===== src/rtl/mult_pkg.sv =====
// mult_pkg: shared types and helpers for the sequential shift-add multiplier.
//   state_t : FSM encoding (IDLE=0, CALC=1, DONE=2)
//   clog2   : width of the step counter for a given operand WIDTH
package mult_pkg;

  typedef enum logic [1:0] {
    IDLE = 2'd0,
    CALC = 2'd1,
    DONE = 2'd2
  } state_t;

  // Bits needed to count 0..value-1; never less than 1 so a counter always exists.
  function automatic int unsigned clog2(input int unsigned value);
    int unsigned r;
    r = 0;
    for (int unsigned i = 0; i < 32; i++) begin
      if ((32'd1 << i) < value) r = i + 1;
    end
    return (r == 0) ? 1 : r;
  endfunction

endpackage


===== src/rtl/mult_sign_cond.sv =====
// mult_sign_cond: two's-complement conditioning for the signed multiplier build.
//   a, b      in  WIDTH    raw signed operands
//   acc       in  2*WIDTH  unsigned magnitude product (final step value)
//   neg_acc   in  1        registered sign of the operation in flight
//   mag_a     out WIDTH    |a| as unsigned (|-2^(WIDTH-1)| fits)
//   mag_b     out WIDTH    |b| as unsigned
//   neg       out 1        sign of a*b, to be latched at accept
//   result    out 2*WIDTH  neg_acc ? -acc : acc
module mult_sign_cond #(
  parameter int unsigned WIDTH = 8
) (
  input  logic [WIDTH-1:0]   a,
  input  logic [WIDTH-1:0]   b,
  input  logic [2*WIDTH-1:0] acc,
  input  logic               neg_acc,
  output logic [WIDTH-1:0]   mag_a,
  output logic [WIDTH-1:0]   mag_b,
  output logic               neg,
  output logic [2*WIDTH-1:0] result
);

  always_comb begin
    mag_a  = a[WIDTH-1] ? (~a + WIDTH'(1)) : a;
    mag_b  = b[WIDTH-1] ? (~b + WIDTH'(1)) : b;
    neg    = a[WIDTH-1] ^ b[WIDTH-1];
    result = neg_acc ? (~acc + (2*WIDTH)'(1)) : acc;
  end

endmodule


===== src/rtl/multiplier_seq.sv =====
// multiplier_seq: sequential shift-add multiplier, one multiplier bit per clock.
// Build option: define MULT_SIGNED_EN for two's-complement operands/product
// (instantiates mult_sign_cond); undefined gives unsigned-only logic.
//   clk        in   1        rising-edge clock
//   rst        in   1        synchronous reset, active-high
//   in_valid   in   1        a/b valid
//   in_ready   out  1        operands accepted (IDLE only)
//   a          in   WIDTH    multiplicand
//   b          in   WIDTH    multiplier
//   out_valid  out  1        product valid (DONE)
//   out_ready  in   1        downstream takes product
//   product    out  2*WIDTH  a*b, held until taken
//   busy       out  1        state != IDLE
// Latency: accept on edge E, out_valid from edge E+WIDTH regardless of operands.
module multiplier_seq
  import mult_pkg::*;
#(
  parameter int unsigned WIDTH = 8
) (
  input  logic               clk,
  input  logic               rst,
  input  logic               in_valid,
  output logic               in_ready,
  input  logic [WIDTH-1:0]   a,
  input  logic [WIDTH-1:0]   b,
  output logic               out_valid,
  input  logic               out_ready,
  output logic [2*WIDTH-1:0] product,
  output logic               busy
);

  localparam int unsigned CW = clog2(WIDTH);
  localparam int unsigned PW = 2 * WIDTH;

  state_t            state, state_next;
  logic [WIDTH-1:0]  mcand, mplier;
  logic [PW-1:0]     acc, acc_step, result;
  logic [CW-1:0]     cnt;
  logic [WIDTH-1:0]  op_a, op_b;
  logic              last_step;

  // The final step's sum goes straight to product, so the step that
  // consumes the top multiplier bit also completes the operation.
  always_comb begin
    acc_step  = acc + (mplier[0] ? ({{WIDTH{1'b0}}, mcand} << cnt) : '0);
    last_step = (cnt == CW'(WIDTH - 1));
  end

`ifdef MULT_SIGNED_EN
  logic neg_q, neg_in;

  mult_sign_cond #(.WIDTH(WIDTH)) u_sign (
    .a       (a),
    .b       (b),
    .acc     (acc_step),
    .neg_acc (neg_q),
    .mag_a   (op_a),
    .mag_b   (op_b),
    .neg     (neg_in),
    .result  (result)
  );

  always_ff @(posedge clk) begin
    if (rst) begin
      neg_q <= 1'b0;
    end else if (state == IDLE && in_valid) begin
      neg_q <= neg_in;
    end
  end
`else
  always_comb begin
    op_a   = a;
    op_b   = b;
    result = acc_step;
  end
`endif

  always_ff @(posedge clk) begin
    if (rst) begin
      state <= IDLE;
    end else begin
      state <= state_next;
    end
  end

  always_comb begin
    state_next = state;
    in_ready   = 1'b0;
    out_valid  = 1'b0;
    busy       = 1'b1;
    case (state)
      IDLE: begin
        in_ready = 1'b1;
        busy     = 1'b0;
        if (in_valid) state_next = CALC;
      end
      CALC: begin
        if (last_step) state_next = DONE;
      end
      DONE: begin
        out_valid = 1'b1;
        if (out_ready) state_next = IDLE;
      end
      default: state_next = IDLE;
    endcase
  end

  always_ff @(posedge clk) begin
    if (rst) begin
      mcand   <= '0;
      mplier  <= '0;
      acc     <= '0;
      cnt     <= '0;
      product <= '0;
    end else begin
      case (state)
        IDLE: begin
          if (in_valid) begin
            mcand  <= op_a;
            mplier <= op_b;
            acc    <= '0;
            cnt    <= '0;
          end
        end
        CALC: begin
          acc    <= acc_step;
          mplier <= mplier >> 1;
          cnt    <= cnt + CW'(1);
          if (last_step) product <= result;
        end
        default: ;
      endcase
    end
  end

endmodule

===== config.mk =====
export PLATFORM = sky130hd
export DESIGN_NAME = multiplier_seq
export DESIGN_NICKNAME = d
export VERILOG_FILES = /design/src/rtl/mult_pkg.sv /design/src/rtl/mult_sign_cond.sv /design/src/rtl/multiplier_seq.sv
export SDC_FILE = /design/constraint.sdc
export NUM_CORES = 1
export LEC_CHECK = 0
export ABC_CLOCK_PERIOD_IN_PS = 4700
export BUFFER_PORTS_ARGS = -buffer_cell sky130_fd_sc_hd__clkbuf_2
export CAP_MARGIN = 20
export CORE_MARGIN = 2
export CORE_UTILIZATION = 25
export CTS_CLUSTER_SIZE = 12
export DETAILED_ROUTE_END_ITERATION = 16
export HOLD_SLACK_MARGIN = 0.05
export PLACE_DENSITY = 0.37
export SYNTH_ARGS = -nofsm -noshare
export SYNTH_HDL_FRONTEND = slang
export SYNTH_SLANG_ARGS = --single-unit

===== constraint.sdc =====
create_clock -name clk -period 4.7 [get_ports clk]
set_input_delay 0 -clock clk [delete_from_list [all_inputs] [get_ports clk]]
set_output_delay 0 -clock clk [all_outputs]
set_load 0.005 [all_outputs]

* Word level (Yosys, flattened, before mapping)
Cells that the tools add are included.
Storage, ports and cells: register bits after elaboration 53, bits in latches 0, RAM bits 0, bits in read-only memories 0, bits of input ports 20, output and inout port bits 19, word-level logic and storage cells 35, memories 0
Operators by class: add/subtract/negate cells 2, multipliers 0, div/mod/pow operators 0, order comparisons 0, equality and inequality tests 6, shift-type cells 1, muxes and demuxes 14, bitwise logic cells 0, reductions and logical operators 6
Operator list (count):
- $mux 16 | 2
- $pmux 16 s2 | 1
- $add 16x16->16 | 1
- $pmux 8 s2 | 1
- $shl 8x3->16 | 1
- $mux 8 | 1
- $mux 2 | 3
- $ne 2x2->1 const B | 3
- $pmux 2 s3 | 1
- $pmux 3 s2 | 1
- $reduce_and 2->1 | 3
- $add 3x1->3 const B | 1
- $eq 3x3->1 const B | 1
- $mux 1 | 3
- $mux 3 | 1
- $reduce_and 3->1 | 1
- $eq 2x1->1 const B | 1
- $eq 2x2->1 const B | 1
- $logic_not 2->1 | 1
- $reduce_bool 2->1 | 1

* Longest topological paths before layout
Gate-level depths: netlist (run 1).
depth in word-level cells 4, mapped depth 14, mapped depth without buffers 11

* Worst setup path after synthesis (run 1)
OpenSTA, ideal clock, no wires.
path kind register to register, from reg cnt[1], to reg product[12], library setup time 0.061 ns, data arrival time 3.198 ns, required time 4.639 ns, slack 1.441 ns, stages on the path, launching flop included 14, buffers on the path 2, clock period less this slack 3.259 ns, path through dfxtp_1 > clkbuf_1 > clkbuf_1 > mux2i_1 > nand2_1 > o21ai_0 > nor2_1 > o21a_1 > ha_1 > a21o_1 > a211o_1 > a2111o_1 > a2111o_1 > nand3_2
On the way: longest elaborated chain between the ends 3, elaborated cells on any way between the ends 5, classes of those cells add/sub: 1; eq/ne: 1; shift: 1; mux: 1; reduce/logical: 1
RTL lines:
- start, declared | RTL line multiplier_seq.sv:38 | logic [CW-1:0] cnt;
- start signal, assigned | RTL line multiplier_seq.sv:128 | cnt <= cnt + CW'(1);
- $shl 8x3->16 | RTL line multiplier_seq.sv:45 | acc_step = acc + (mplier[0] ? ({{WIDTH{1'b0}}, mcand} << cnt) : '0);
- $mux 16 | RTL line multiplier_seq.sv:45
- $add 16x16->16 | RTL line multiplier_seq.sv:45
- end signal, assigned | RTL line multiplier_seq.sv:129 | if (last_step) product <= result;
- end, declared | RTL line multiplier_seq.sv:28 | output logic [2*WIDTH-1:0] product,
Parallel ways exist; a longest one is shown, timed or not. A chain may end at the register's enable or synchronous reset.

* Worst setup path in the final report (run 1)
Ends and elaborated chain as after synthesis.

==> impl_metrics.yaml, run 1 <==
logic_synthesis:
  ys.flop_type: "dfxtp_1"
  syn_inst: 414
  synth_warnings: 0
  syn_area_sq_um: 3196
  synth_cell_types: 49
  ys_seq_area_share_pct: 33.20
  avgSynthCellArea_sq_um: 7.719
  synth-edff-count: 0
  ys_ff_latch: 53
  syn-num-nets: 452
  synth-async-reset-ratio_pct: 0
finish:
  drive_gt1_share_pct: 13.44
  antenna_cells: 0
  fin_nets: 491
  fillers: 1380
  area_growth_pct: 21.85
setup_path:
  crit_chain: "mux2_2 > o21ai_0 > o21ai_0 > and2_1 > ha_1 > a21o_1 > a311o_2 > a2111o_1 > a2111o_1 > nand3_2"
  critPathMaxFanout: 16
  cpPeakStageDelay_ps: 710
  cp_data_required_time_ps: 4950
  critPathSlowestCell: "dfxtp_1"
  path_class: "reg -> reg"
  crit_arrival_ps: 3760
  critPathCaptureType: "flip-flop"
  crit_path_start_kind: "flip-flop"
hold_path:
  min_path_type: "in -> reg"
global_routing:
  grt_pass1_vias: 2964
  grt_max_degree: 63
  grt_usage_pct: 14.70
  antenna_found_initial: 0
  grt.overflow.total: 0
  grt_pass1_wl_mm: 15.57
route:
  first_pass_iters: 4
  drtAntennaViolNets: 0
  routed_wl_mm: 9.365
  drt_iter0_markers: 205
  highest_layer: "met4"
  wl_met1_mm: 4.650
  wl_met2_mm: 4.340
  wl_per_cell_um: 14.96
  drt-vias-per-instance: 4.784
  vias: 2995
  wl_met3_um: 272
  drc: 0
timing:
  relSlewSlack_pct: 58.32
  rsz0062_at_grt: "no"
  fin_tns_setup_ps: 0
  fin_crit_ps: 3512
  setup_viol: 0
  finalMaxSlewViolations: 0
  period_share_pct: 74.72
  skew_ps: 6.188
  hold_viol: 0
  max_freq_ghz: 0.2848
  worst_slew_pin_slew_ps: 625.1
  hold_ws_ps: 206.4
pwr:
  power_density_nw_per_um2: 262.6
  leakagePower_nw: 1.569
  ir_drop_mv: 0.1157
outcome:
  status: "finished, final reports clean"
die:
  row_count: 41
  die_h_um: 117.1
  start_util_pct: 25.43
  die_w_um: 117.1
  dieArea_sq_um: 13700
  io_pins: 39
  core-area_sq_um: 12570
clock_tree:
  htree_levels: 2
  tritoncts: "done"
  clk_pin_slew_ps: 70
  cts_buffers: 5
  clockBufferDepth: 2
  numClockSinks: 53
  clk_latency_ps: 300
  cts_root_buf: "clkbuf_16"
  cts_setup_buffers: 0
placement:
  gp_congestion: 0.8295
  io_buffers: 38
  hpwl_mm: 6.623
run:
  cap_viol_max_count: 0
==> report_power, final <==
group | total [mW] | internal, mW | leakage [nW] | switching, mW
Combinational | 0.114 | 0.0498 | 1.06 | 0.0643
Sequential | 0.478 | 0.462 | 0.430 | 0.0160
Clock | 0.430 | 0.253 | 0.0810 | 0.177
==> metrics by stage <==
| step | instance area, sq um | instances | power, mW | setup WS [ps] | utilization, % |
|---|---|---|---|---|---|
| finish | 3894 | 626 | 1.023 | 1188 | 30.98 |
| global route | 3894 | 626 | 1.072 | 859.0 | 30.98 |
| CTS | 3866 | 625 | 1.041 | 1173 | 30.76 |
| detailed placement | 3528 | 600 | 0.5885 | 1191 | 28.07 |
| global placement | 3528 | 600 | 0.5889 | 1252 | 28.07 |
| floorplan | 3196 | 414 | 0.5536 | 1441 | - |
==> layout by cell type (no fill, tap or decap), drive strengths merged, types with 3 or more instances in the layout <==
cell,netlist,routed
dfxtp,53,53
a2111o,3,3
nor3,6,6
and2,5,5
a21oi,39,39
o211ai,6,6
mux2,5,5
nor2,38,38
mux2i,8,8
or4,3,3
a211oi,3,3
ha,17,17
nor2b,4,4
xor2,5,5
nand2,75,75
nand3b,8,8
clkbuf,26,44
a21o,6,6
o311ai,3,3
a211o,3,3
nand4b,4,4
o21ai,12,12
a311oi,8,8
a41oi,3,3
buf,3,6
o31ai,5,5
dlygate4sd3,0,17
inv,7,7
nand3,25,25
xnor2,3,3
nand2b,4,4
==> cell families (layout without fill, tap and decap cells) <==
kind of cell    after synthesis  count (layout)  synth area share, %
compound gates              107             107                22.87
xor+xnor                      8               8                2.193
fa+ha+maj                    18              18                7.283
buf+inv                      36              76                4.268
flops                        53              53                33.20
mux                          13              13                4.268
simple gates                179             179                25.92
==> sequential cells by signal, indices dropped and copies added (netlist names) <==
signal,flops
acc,16
product,16
mcand,8
mplier,8
cnt,3
state,2
==> cell type report <==
type,instances,area (sq um),area share (%)
clock buffer,6,128.9,3.310
clock inverter,2,38.79,0.9961
inverter,7,26.28,0.6748
multi-input combinational,325,1998,51.32
sequential,53,1061,27.25
tap,172,215.2,5.527
timing repair buffer,61,425.4,10.93
==> path summary, 6_finish.rpt <==
| kind | from | endpoint | slack, ps | cells after the start |
|---|---|---|---|---|
| setup / recovery | cnt[1] | product[12] | 1190 | 10 |
| hold / removal | in_valid | cnt[0] | 210 | 5 |
| setup reg to reg | cnt[1] | product[12] | 1190 | 10 |
| hold reg to reg | product[0] | product[0] | 460 | 2 |
==> timing repair <==
item                                    in CTS  in global routing
resized for setup                            0                  0
hold endpoints to repair                    17                  0
hold buffers                                17                  0
endpoints found under the setup margin       0                  0
==> layer usage <==
metal	GRT usage, %	up-vias
met5	0	-
met4	4.078	0
met3	2.729	8
met2	24.24	49
met1	19.72	1373
li1	-	1565
==> synth_stat cells, types with 3 or more instances <==
master	number	area share (%)
nand2_1	75	8.8
ha_1	17	6.7
a41oi_1	3	0.82
a211o_1	3	0.82
clkbuf_1	26	3.1
xnor2_1	3	0.82
nand4b_1	4	1.1
mux2_2	5	1.8
and2_1	5	0.98
nor2b_1	4	0.78
a311oi_1	8	2.2
nand3_1	24	3.8
a21oi_1	39	6.1
nor2_1	38	4.5
o311ai_0	3	0.82
nor3_1	6	0.94
xor2_1	5	1.4
or4_1	3	0.70
a211oi_1	3	0.70
mux2i_1	8	2.5
o31ai_1	4	0.94
o21ai_0	12	1.9
inv_1	7	0.82
o211ai_1	6	1.4
dfxtp_1	53	33
a21o_1	6	1.4
a2111o_1	3	1.1
nand3b_1	8	1.9
nand2b_1	4	0.78
==> worst max-delay path, delay by kind of cell (launching register included) <==
kind | cells | cell delay [ps]
AND/OR/NAND/NOR | 2 | 250
multiplexers | 1 | 400
adder cells (fa/ha/maj) | 1 | 350
flip-flops | 1 | 710
AO/OA/AOI/OAI | 6 | 1740
(Power assumes the default switching activity.)
==> run 2, diff against run 1 <==
--- a/config.mk
+++ b/config.mk
@@ -5,7 +5,7 @@
 export SDC_FILE = /design/constraint.sdc
 export NUM_CORES = 1
 export LEC_CHECK = 0
-export ABC_CLOCK_PERIOD_IN_PS = 4700
+export ABC_CLOCK_PERIOD_IN_PS = 3600
 export BUFFER_PORTS_ARGS = -buffer_cell sky130_fd_sc_hd__clkbuf_2
 export CAP_MARGIN = 20
 export CORE_MARGIN = 2
==> constraint.sdc (replaced) <==
create_clock -name clk -period 3.6 [get_ports clk]
set_input_delay 0 -clock clk [delete_from_list [all_inputs] [get_ports clk]]
set_output_delay 0 -clock clk [all_outputs]
set_load 0.005 [all_outputs]
==> run 2 against run 1 <==
  * Hold slack better by 22 ps
  * Die area stayed put
  * Critical path type unchanged
  * Largest power group unchanged
  * Clock-buffer cell count stayed put
==> impl_metrics.yaml, run 2 (synthesis results as in run 1) <==
outcome:
  status: "finished, final reports clean"
finish:
  area_growth_pct: 23.77
  antenna_cells: 0
  fin_nets: 498
  fillers: 1364
  final_cell_mix: "nand2_1 (75), dfxtp_1 (53), a21oi_1 (39)"
  drive_gt1_share_pct: 14.97
  fin_cells: 633
  reg.largest.list: "acc x16, product x16"
  finish.instance_area_sq_um: 3955
  final_common_cell: "nand2_1"
  finish.utilization_pct: 31.47
setup_path:
  ff2ff_path_depth: 10
  startpoint: "cnt[1]"
  crit_path_end: "product[12]"
  critPathMaxFanout: 10
  r2r-start: "cnt[1]"
  crit_path_start_kind: "flip-flop"
  path_class: "reg -> reg"
  cp_data_required_time_ps: 3850
  critPathCaptureType: "flip-flop"
  reg2reg_to: "product[12]"
  rrSetupSlack_ps: 270
  crit_arrival_ps: 3590
pwr:
  combinationalPowerShare_pct: 11.3
  leakagePower_nw: 1.607
  internal_power_mw: 1.018
  power_density_nw_per_um2: 343.4
  p_total_mw: 1.358
  ir_drop_mv: 0.1512
  netSwitchingFraction_pct: 25.05
  p_clk_share_pct: 43.0
  power_frac_seq_pct: 45.8
  p_switching_uw: 340.2
route:
  drtAntennaViolNets: 0
  vias: 3066
  drt-vias-per-instance: 4.844
  first_pass_iters: 4
  wl_per_cell_um: 15.02
  drt_iter0_markers: 188
  routed_wl_mm: 9.509
  drc: 0
timing:
  skew_ps: 7.103
  worst_slew_pin_slew_ps: 711.0
  fin_crit_ps: 3330
  fin_ws_ps: 269.6
  rsz0062_at_grt: "no"
  fin_tns_setup_ps: 0
  finalMaxSlewViolations: 0
  hold_ws_ps: 228.4
  setup_viol: 0
  max_freq_ghz: 0.3003
  relSlewSlack_pct: 52.60
  hold_viol: 0
  period_share_pct: 92.51
clock_tree:
  htree_levels: 2
  clk_pin_slew_ps: 70
  cts_root_buf: "clkbuf_16"
  ctsResizeCount: 0
  cts_buffers: 5
  tritoncts: "done"
  numClockSinks: 53
  clockBufferDepth: 2
  clk_latency_ps: 310
run:
  cap_viol_max_count: 0
global_routing:
  antenna_found_initial: 0
  grt_pass1_vias: 3000
  grt_max_degree: 33
  grt_usage_pct: 14.93
  grt_pass1_wl_mm: 15.68
  grt.overflow.total: 0
placement:
  hpwl_mm: 6.977
  placed_cells: 605
  io_buffers: 38
  gp_congestion: 0.8234
  place_area_sq_um: 3566
  pre_cts_slack_ps: 225.7
die:
  dieArea_sq_um: 13700
  die_h_um: 117.1
  core-area_sq_um: 12570
  start_util_pct: 25.43
  io_pins: 39
  die_w_um: 117.1
  row_count: 41
hold_path:
  min_path_type: "in -> reg"
==> run 2: cell count changes in the layout (fill, tap and decap cells not counted), sizes merged <==
cell | previous run | this run
clkinv | 1 | 0
clkinvlp | 0 | 1
buf | 6 | 13
==> run 2: worst min-delay path by stage <==
stage          slack (ps)  cells past startpoint       end      from
2_1_floorplan         140                      2  mcand[5]      a[5]
3_3_place_gp          230                      3  mcand[2]      a[2]
3_5_place_dp          230                      3  mcand[3]      a[3]
4_1_cts               200                      5    cnt[0]  in_valid
5_1_grt               240                      5    cnt[0]  in_valid
6_report              230                      5    cnt[0]  in_valid
==> run 2: routing by layer <==
metal  vias up  part of all wire [%]  global-route usage, %
li1       1583                     -                      -
met1      1429                    51                  20.26
met2        47                    45                  24.01
met3         7                   3.1                  3.399
met4         0                   1.0                  3.922
met5         -                     0                      0
==> run 2: layout make-up <==
class / count / area (sq um) / area share (%)
repair buffers: 68 / 478.0 / 12.08
clock buffers: 6 / 138.9 / 3.512
clock inverters: 2 / 37.54 / 0.9491
well taps: 172 / 215.2 / 5.441
inverters: 7 / 26.28 / 0.6643
flip-flops and latches: 53 / 1061 / 26.83
multi-input cells: 325 / 1998 / 50.52
==> run 2: timing repair <==
action,in CTS,in global routing
buffers inserted,0,2
setup endpoints to repair,0,3
endpoints found under the hold margin,17,0
hold buffers,17,0
==> run 2: critical path: stages, from the launching register on <==
cell      delay, ps
dfxtp_1         570
mux2_2          380
o21ai_0         200
o21ai_0         110
and2_1          170
ha_1            350
a21o_1          220
a311o_2         390
a2111o_1        430
a2111o_1        400
nand3_2          70
==> run 2: power by group through the flow <==
| stage | clock, mW | sequential [mW] | combinational [mW] |
|---|---|---|---|
| final | 0.584 | 0.621 | 0.153 |
| after global routing | 0.633 | 0.625 | 0.173 |
| after CTS | 0.617 | 0.622 | 0.150 |
| after detailed placement | 0 | 0.635 | 0.135 |
| after global placement | 0 | 0.635 | 0.134 |
| after floorplan | 0 | 0.625 | 0.0974 |
==> run 3, diff against run 2 <==
--- a/config.mk
+++ b/config.mk
@@ -13,7 +13,8 @@
 export CTS_CLUSTER_SIZE = 12
 export DETAILED_ROUTE_END_ITERATION = 16
 export HOLD_SLACK_MARGIN = 0.05
-export PLACE_DENSITY = 0.37
+export PLACE_DENSITY = 0.46
 export SYNTH_ARGS = -nofsm -noshare
 export SYNTH_HDL_FRONTEND = slang
+export SYNTH_HIERARCHICAL = 1
 export SYNTH_SLANG_ARGS = --single-unit
==> run 3 against run 2 <==
  * Synthesized cell count stayed put
  * Sequential power hardly changed
  * Die area stayed put
  * Global-route usage is 1.1 points lower
  * Clock power is 3% lower
  * Power is 1.4% lower
  * Flip-flop and latch count stayed put
  * Utilization is 0.21 points lower
  * Critical path type unchanged
  * Largest cell class unchanged
==> impl_metrics.yaml, run 3 <==
outcome:
  status: "finished, final reports clean"
global_routing:
  grt_usage_pct: 13.81
  grt_max_degree: 40
  grt.overflow.total: 0
  antenna_found_initial: 0
  grt_pass1_vias: 3029
  grt_pass1_wl_mm: 14.94
placement:
  gp_congestion: 0.9327
  io_buffers: 38
  hpwl_mm: 6.413
  placed_cells: 604
run:
  cap_viol_max_count: 0
logic_synthesis:
  syn_area_sq_um: 3196
  yosysMostFrequentCell: "nand2_1"
  yosysTopAreaCell: "dfxtp_1"
  synthTopCellsByCount: "nand2_1 (75), dfxtp_1 (53), a21oi_1 (39), nor2_1 (38), clkbuf_1 (26)"
  synth_area_leaders: "dfxtp_1 (33%), nand2_1 (8.8%), ha_1 (6.7%), a21oi_1 (6.1%), nor2_1 (4.5%)"
  ys.flop_type: "dfxtp_1"
  synth_cell_types: 49
  ys_ff_latch: 53
  synth-edff-count: 0
  syn-num-nets: 452
  synth_top_cell_area_share_pct: 33.20
  synth-async-reset-ratio_pct: 0
  ys_seq_area_share_pct: 33.20
  avgSynthCellArea_sq_um: 7.719
  syn_inst: 414
  synth_warnings: 6
clock_tree:
  clockBufferDepth: 2
  numClockSinks: 53
  clk_pin_slew_ps: 80
  tritoncts: "done"
  cts_buffers: 5
  cts_root_buf: "clkbuf_16"
  clk_latency_ps: 300
  htree_levels: 2
die:
  die_h_um: 117.1
  io_pins: 39
  core-area_sq_um: 12570
  die_w_um: 117.1
  start_util_pct: 25.43
  dieArea_sq_um: 13700
  row_count: 41
timing:
  hold_ws_ps: 255.4
  period_share_pct: 89.13
  worst_slew_pin_slew_ps: 773.8
  relSlewSlack_pct: 48.41
  fin_tns_setup_ps: 0
  finalMaxSlewViolations: 0
  setup_viol: 0
  rsz0062_at_grt: "no"
  hold_viol: 0
  fin_crit_ps: 3209
  skew_ps: 7.372
  max_freq_ghz: 0.3117
finish:
  reg.largest.list: "acc x16, product x16"
  antenna_cells: 0
  final_common_cell: "nand2_1"
  final_cell_mix: "nand2_1 (75), dfxtp_1 (52), a21oi_1 (39)"
  fin_cells: 630
  area_growth_pct: 22.94
  fillers: 1346
  fin_nets: 495
  drive_gt1_share_pct: 14.63
route:
  vias: 3098
  first_pass_iters: 4
  drt-vias-per-instance: 4.917
  drt_iter0_markers: 159
  wl_per_cell_um: 14.39
  drc: 0
  routed_wl_mm: 9.064
  drtAntennaViolNets: 0
setup_path:
  critPathMaxFanout: 10
  path_class: "reg -> reg"
  cpPeakStageDelay_ps: 520
  crit_path_start_kind: "flip-flop"
  critPathSlowestCell: "or4_1"
  crit_chain: "mux2_2 > o21ai_0 > o21ai_0 > and2_1 > ha_1 > o211ai_1 > o211ai_1 > a31oi_1 > or4_1 > nand3_1"
  critPathCaptureType: "flip-flop"
  cp_data_required_time_ps: 3840
  crit_arrival_ps: 3450
pwr:
  p_total_mw: 1.339
  leakagePower_nw: 1.589
  power_density_nw_per_um2: 340.9
  ir_drop_mv: 0.1545
hold_path:
  min_path_type: "in -> reg"
==> run 3: cell counts after synthesis <==
Identical to the previous run, type by type.
==> run 3: timing repair <==
item,in CTS,in global routing
endpoints found under the setup margin,0,2
hold buffers,17,0
setup buffers,0,0
gates resized for setup,0,1
hold endpoints to repair,17,0
==> run 3: cell type report <==
cell class	count	area [sq um]	area share [%]
repair buffers	65	455.4	11.59
clock buffers	5	125.1	3.185
flip-flops and latches	53	1062	27.04
multi-input cells	325	1998	50.86
inverters	7	26.28	0.6688
well taps	172	215.2	5.478
clock inverters	3	46.29	1.178
==> run 3: metrics by stage <==
stage,utilization [%],area (sq um),setup slack (ps)
finish,31.26,3929,391.3
global route,31.26,3929,122.2
CTS,31.03,3900,279.2
detailed placement,28.31,3558,301.0
global placement,28.31,3558,353.7
floorplan,-,3196,341.4
==> run 3: metal layers <==
layer / vias up / part of all wire (%) / track usage, %
met1: 1464 / 53 / 19.17
met2: 56 / 43 / 22.12
met3: 10 / 3.4 / 2.575
li1: 1568 / - / -
met5: - / 0 / 0
met4: 0 / 1.1 / 3.608
==> run 3: cells by family after synthesis <==
kind of cell    after synthesis  share of synthesized area [%]
simple gates                179                          25.92
fa+ha+maj                    18                          7.283
mux                          13                          4.268
xor+xnor                      8                          2.193
buf+inv                      36                          4.268
flops                        53                          33.20
compound gates              107                          22.87
==> run 3: worst max-delay path, delay by kind of cell, from the launching register on <==
kind	cells	cell delay, ps
flip-flops	1	460
adder cells (fa/ha/maj)	1	370
AND/OR/NAND/NOR	3	770
AO/OA/AOI/OAI	5	1190
multiplexers	1	350
==> run 3: final timing paths <==
| kind | from | endpoint | slack (ps) | cells after the start |
|---|---|---|---|---|
| worst max register to register | cnt[1] | product[11] | 390 | 10 |
| worst min register to register | product[0] | product[0] | 460 | 2 |
| worst max-delay path | cnt[1] | product[11] | 390 | 10 |
| worst min-delay path | in_valid | cnt[0] | 260 | 5 |
==> run 3: power breakdown <==
part / switching [mW] / internal (mW) / total [mW] / leakage, nW
logic: 0.0863 / 0.0672 / 0.154 / 1.08
clock network: 0.234 / 0.330 / 0.564 / 0.0800
registers: 0.0184 / 0.603 / 0.622 / 0.431
